$ cat src/rtl/add_sub_result_buffer.sv
`default_nettype none
// add_sub_result_buffer: FIFO of add/sub results with derived N/Z flags, valid/ready on both sides,
// and a sticky overflow status. Optional macro RESULT_SAT_EN saturates overflowed results. Rev 1.0
module add_sub_result_buffer #(
  parameter int WIDTH = 4,
  parameter int DEPTH = 4
) (
  input  logic                     clk,
  input  logic                     rst,
  input  logic                     in_valid,
  output logic                     in_ready,
  input  logic [WIDTH-1:0]         in_s,
  input  logic                     in_c,
  input  logic                     in_v,
  input  logic                     in_m,
  output logic                     out_valid,
  input  logic                     out_ready,
  output logic [WIDTH-1:0]         out_s,
  output logic [4:0]               out_flags,
  output logic [$clog2(DEPTH):0]   count,
  output logic                     ovf_sticky,
  input  logic                     clr_sticky
);

  localparam int AW = $clog2(DEPTH);
  localparam logic [AW:0] C_FULL = (AW+1)'(DEPTH);

  logic [WIDTH-1:0] r_s_mem    [DEPTH];
  logic [4:0]       r_flag_mem [DEPTH];
  logic [AW-1:0]    r_wr_ptr;
  logic [AW-1:0]    r_rd_ptr;
  logic [AW:0]      r_count;
  logic             r_sticky;

  logic             w_push;
  logic             w_pop;
  logic [WIDTH-1:0] w_s_store;
  logic [4:0]       w_flags_store;

`ifdef RESULT_SAT_EN
  // Overflowed result clamps toward the sign the true result would have had.
  always_comb begin
    w_s_store = in_s;
    if (in_v)
      w_s_store = in_s[WIDTH-1] ? {1'b0, {(WIDTH-1){1'b1}}} : {1'b1, {(WIDTH-1){1'b0}}};
  end
`else
  assign w_s_store = in_s;
`endif

  assign w_flags_store = {in_m, w_s_store[WIDTH-1], (w_s_store == '0), in_c, in_v};

  assign in_ready  = (r_count != C_FULL);
  assign out_valid = (r_count != '0);
  assign w_push    = in_valid & in_ready;
  assign w_pop     = out_valid & out_ready;

  assign out_s      = out_valid ? r_s_mem[r_rd_ptr]    : '0;
  assign out_flags  = out_valid ? r_flag_mem[r_rd_ptr] : '0;
  assign count      = r_count;
  assign ovf_sticky = r_sticky;

  // Storage needs no reset: contents are only visible while count marks them valid.
  always_ff @(posedge clk) begin
    if (!rst && w_push) begin
      r_s_mem[r_wr_ptr]    <= w_s_store;
      r_flag_mem[r_wr_ptr] <= w_flags_store;
    end
  end

  always_ff @(posedge clk) begin
    if (rst) begin
      r_wr_ptr <= '0;
      r_rd_ptr <= '0;
      r_count  <= '0;
      r_sticky <= 1'b0;
    end else begin
      if (w_push) r_wr_ptr <= r_wr_ptr + 1'b1;
      if (w_pop)  r_rd_ptr <= r_rd_ptr + 1'b1;
      case ({w_push, w_pop})
        2'b10:   r_count <= r_count + 1'b1;
        2'b01:   r_count <= r_count - 1'b1;
        default: r_count <= r_count;
      endcase
      if (w_push && in_v)  r_sticky <= 1'b1;
      else if (clr_sticky) r_sticky <= 1'b0;
    end
  end

endmodule
`default_nettype wire

$ cat config.mk
export PLATFORM = sky130hd
export DESIGN_NAME = add_sub_result_buffer
export DESIGN_NICKNAME = d
export VERILOG_FILES = /design/src/rtl/add_sub_result_buffer.sv
export SDC_FILE = /design/constraint.sdc
export NUM_CORES = 1
export LEC_CHECK = 0
export ABC_AREA = 1
export BUFFER_PORTS_ARGS = -buffer_cell sky130_fd_sc_hd__buf_2
export CAP_MARGIN = 25
export CORE_ASPECT_RATIO = 1.25
export CORE_MARGIN = 2
export CORE_UTILIZATION = 55
export CTS_BUF_LIST = sky130_fd_sc_hd__clkbuf_8 sky130_fd_sc_hd__clkbuf_16
export CTS_CLUSTER_DIAMETER = 60
export CTS_CLUSTER_SIZE = 25
export DETAILED_ROUTE_END_ITERATION = 6
export PLACE_DENSITY = 0.77
export REMOVE_ABC_BUFFERS = 1
export SYNTH_ARGS = -nofsm -noshare
export SYNTH_HDL_FRONTEND = slang
export SYNTH_SLANG_ARGS = --single-unit
$ cat constraint.sdc
create_clock -name clk -period 1.9 [get_ports clk]
set_input_delay 0.19 -clock clk [delete_from_list [all_inputs] [get_ports clk]]
set_output_delay 0.19 -clock clk [all_outputs]
set_load 0.03 [all_outputs]
==> results.py <==
metrics = {
    "status": {
        "status": "completed",
    },
    "yosys": {
        "synth_top_area_share_pct": 51.61,
        "netlist_area_um2": 1862,
        "synth_top_family_by_area": "simple AND/OR/NAND/NOR gates",
        "synthXorXnorAreaFrac_pct": 0,
        "netlist_top_cells_area": "edfxtp_1 (52%), dfxtp_1 (11%), nand2_1 (8.5%)",
        "synthFlopType": "edfxtp_1",
        "yosys.area_share.adder_pct": 4.435,
        "avgSynthCellArea_um2": 10.46,
        "synth_common_cells": "nand2_1 (42), edfxtp_1 (32), nor2_1 (25)",
        "synth_edf_count": 32,
        "synth_compound_area_share_pct": 6.720,
        "synth_cell_types": 23,
        "yosysMostFrequentCell": "nand2_1",
        "ys_async_sr_fraction_pct": 0,
        "yosysTopAreaCell": "edfxtp_1",
        "synth-simple-area-share_pct": 19.22,
        "synthCells": 178,
        "ys_warn_count": 0,
        "ys_ff_latch": 42,
        "muxShareOfSynthArea_pct": 0,
        "ys_seq_area_share_pct": 62.37,
    },
    "power": {
        "p_sw_share_pct": 39.61,
        "pwr-share-seq_pct": 36.7,
        "leakage_nw": 0.9376,
        "clkPwrFrac_pct": 22.2,
        "p_switching_mw": 1.223,
        "ir_worst_vdd_mv": 1.009,
        "combPwrFrac_pct": 41.1,
        "power.density_nw_per_um2": 1421,
        "p_int_mw": 1.864,
    },
    "clocking": {
        "cts_sinks": 42,
        "clockRootBuffer": "clkbuf_8",
        "clock_latency_ns": 0.30,
        "cts_tree": "built",
        "cts_buffers": 5,
        "clk_pin_slew_worst_paths_ns": 0.08,
        "cts-htree-levels": 2,
        "ctsLongestPathBuffers": 2,
    },
    "timing": {
        "fin_ws_ns": 0.08680,
        "hold_viol_final": 0,
        "fmax_mhz": 551.5,
        "holdWs_ns": 0.08992,
        "clock_skew_ns": 0.01010,
        "post-route-period-util_pct": 95.43,
        "worst_slew_pin_slew_ns": 0.5488,
        "slew_violations": 0,
        "finalCriticalPeriod_ns": 1.813,
        "maxSlewHeadroom_pct": 63.08,
        "setup_violations": 0,
    },
    "cells_and_area": {
        "drive_gt1_share_pct": 26.85,
        "nFillCells": 244,
        "fin_area_um2": 2172,
        "fin_util_pct": 67.39,
        "area_growth_pct": 16.67,
        "antenna_cells": 0,
        "stdcell_count": 253,
        "nNetsFinal": 233,
    },
    "floorplan": {
        "core-area_um2": 3223,
        "die_h_um": 69.05,
        "die_x_um": 56.04,
        "dieArea_um2": 3870,
        "fp-row-count": 23,
        "start_util_pct": 57.76,
        "boundaryPins": 27,
    },
    "grt": {
        "grt_max_degree": 18,
        "antenna_found_initial": 0,
        "grt_usage_pct": 17.74,
        "grt_pass1_vias": 1206,
        "grt_pass1_wl_mm": 5.230,
        "grt_overflow_total": 0,
    },
    "place": {
        "gp_congestion": 0.7937,
        "dp_hpwl_mm": 2.274,
        "preCtsSetupSlack_ns": -0.02124,
        "dp_cells": 242,
        "dpl_cell_area_um2": 2027,
        "io_buffers": 26,
    },
    "drt": {
        "drt_drc_violations_left": 0,
        "ant_nets": 0,
        "num_vias": 1298,
        "drt_iter0_drc": 81,
        "firstDrtPassIters": 4,
        "wl_per_cell_um": 12.75,
        "vias_per_cell": 5.130,
        "wirelength_mm": 3.226,
    },
    "critical_path": {
        "end_kind": "flip-flop",
        "critical_path_class": "flip-flop to flip-flop",
        "critPathBufInv": 5,
        "path_cells": "inv_1 > nand3_4 > inv_2 > nor2_2 > ha_2 > inv_1 > fa_1 > inv_1 > nand2_1 > nand3_1 > nand2_1 > inv_1 > nor2_1",
        "cp_top_family": "adder cells",
        "worstPathArrival_ns": 2.01,
        "critPathMostFrequentCell": "inv_1",
        "critPathSlowestCell": "fa_1",
        "crit_required_ns": 2.10,
        "slowest_delay_ns": 0.40,
        "cp_max_fo": 6,
        "cp-start-kind": "flip-flop",
    },
    "worst_hold_path": {
        "hold_path_class": "input port to flip-flop",
    },
    "job": {
        "max_cap_violations": 0,
    },
}
[sequential cells by signal, summed over array words and instances, names as in the netlist, named ones only]
| signal | flops |
|---|---|
| count | 3 |
| ovf_sticky | 1 |
| r_flag_mem | 20 |
| r_rd_ptr | 2 |
| r_s_mem | 12 |
| r_wr_ptr | 2 |
[layer usage]
| metal | track usage, % | wire length, um |
|---|---|---|
| met1 | 17.83 | 1236 |
| met2 | 34.12 | 1804 |
| met3 | 3.940 | 130 |
| met4 | 7.143 | 55 |
| met5 | 0 | 0 |
[area by class of cell]
type                    count  area, um^2  share of cell area, %
inverters                  19       78.83                  3.629
clock buffers               5       68.82                  3.168
repair buffers             35       197.7                  9.101
clock inverters             3       42.54                  1.959
well taps                  37       46.29                  2.131
multi-input cells         112       570.5                  26.27
flip-flops and latches     42        1167                  53.74
[logic make-up (layout without fill, tap and decap cells)]
family	count (synthesis)	count (layout)
AOI/OAI and AO/OA	25	25
adders and majority gates	6	6
buffers and inverters	24	62
DFF	42	42
and+or+nand+nor	81	81
[worst reg2reg max path: stages (launching register included)]
cell     delay, ns
dfxtp_4       0.36
inv_1         0.07
nand3_4       0.11
inv_2         0.05
nor2_2        0.09
ha_2          0.19
inv_1         0.07
fa_1          0.40
inv_1         0.08
nand2_1       0.06
nand3_1       0.08
nand2_1       0.06
inv_1         0.05
nor2_1        0.04
[cells in the final DEF (no fill, tap or decap), drive strengths merged]
cell type	netlist	routed
dfxtp	10	10
ha	5	5
bufinv	0	1
nand3b	1	1
inv	18	20
nand2	44	44
nand4	2	2
nand3	6	6
a21oi	14	14
clkinv	1	1
nor4	1	1
o21ai	11	11
fa	1	1
edfxtp	32	32
nor2	27	27
clkbuf	0	5
buf	5	35
[worst paths after layout]
path	startpoint	end	slack, ns	depth (start not counted)
worst min-delay path	clr_sticky	ovf_sticky	0.09	2
worst max register to register	count[2]	count[2]	0.09	13
worst min register to register	ovf_sticky	ovf_sticky	0.48	2
worst max-delay path	count[2]	count[2]	0.09	13
[metrics by stage]
stage          total power [mW]   TNS, ns
2_1_floorplan             2.002   -0.5660
3_3_place_gp              2.322         0
3_5_place_dp              2.375  -0.02124
4_1_cts                   3.059         0
5_1_grt                   3.271  -0.03315
6_report                  3.087         0
[power by group through the flow]
stage	combinational, mW	sequential, mW	clock [mW]
after detailed placement	1.23	1.15	0
after CTS	1.23	1.13	0.700
final	1.27	1.13	0.685
after floorplan	0.772	1.23	0
after global routing	1.38	1.14	0.748
after global placement	1.18	1.14	0
[what timing repair did]
item / 4_1_cts / 5_1_grt
pin swaps: 0 / 1
gates resized for setup: 1 / 7
endpoints found under the setup margin: 1 / 1
buffers inserted: 0 / 3
hold buffers: 0 / 0
No activity file was read; power rests on OpenSTA's default activity.
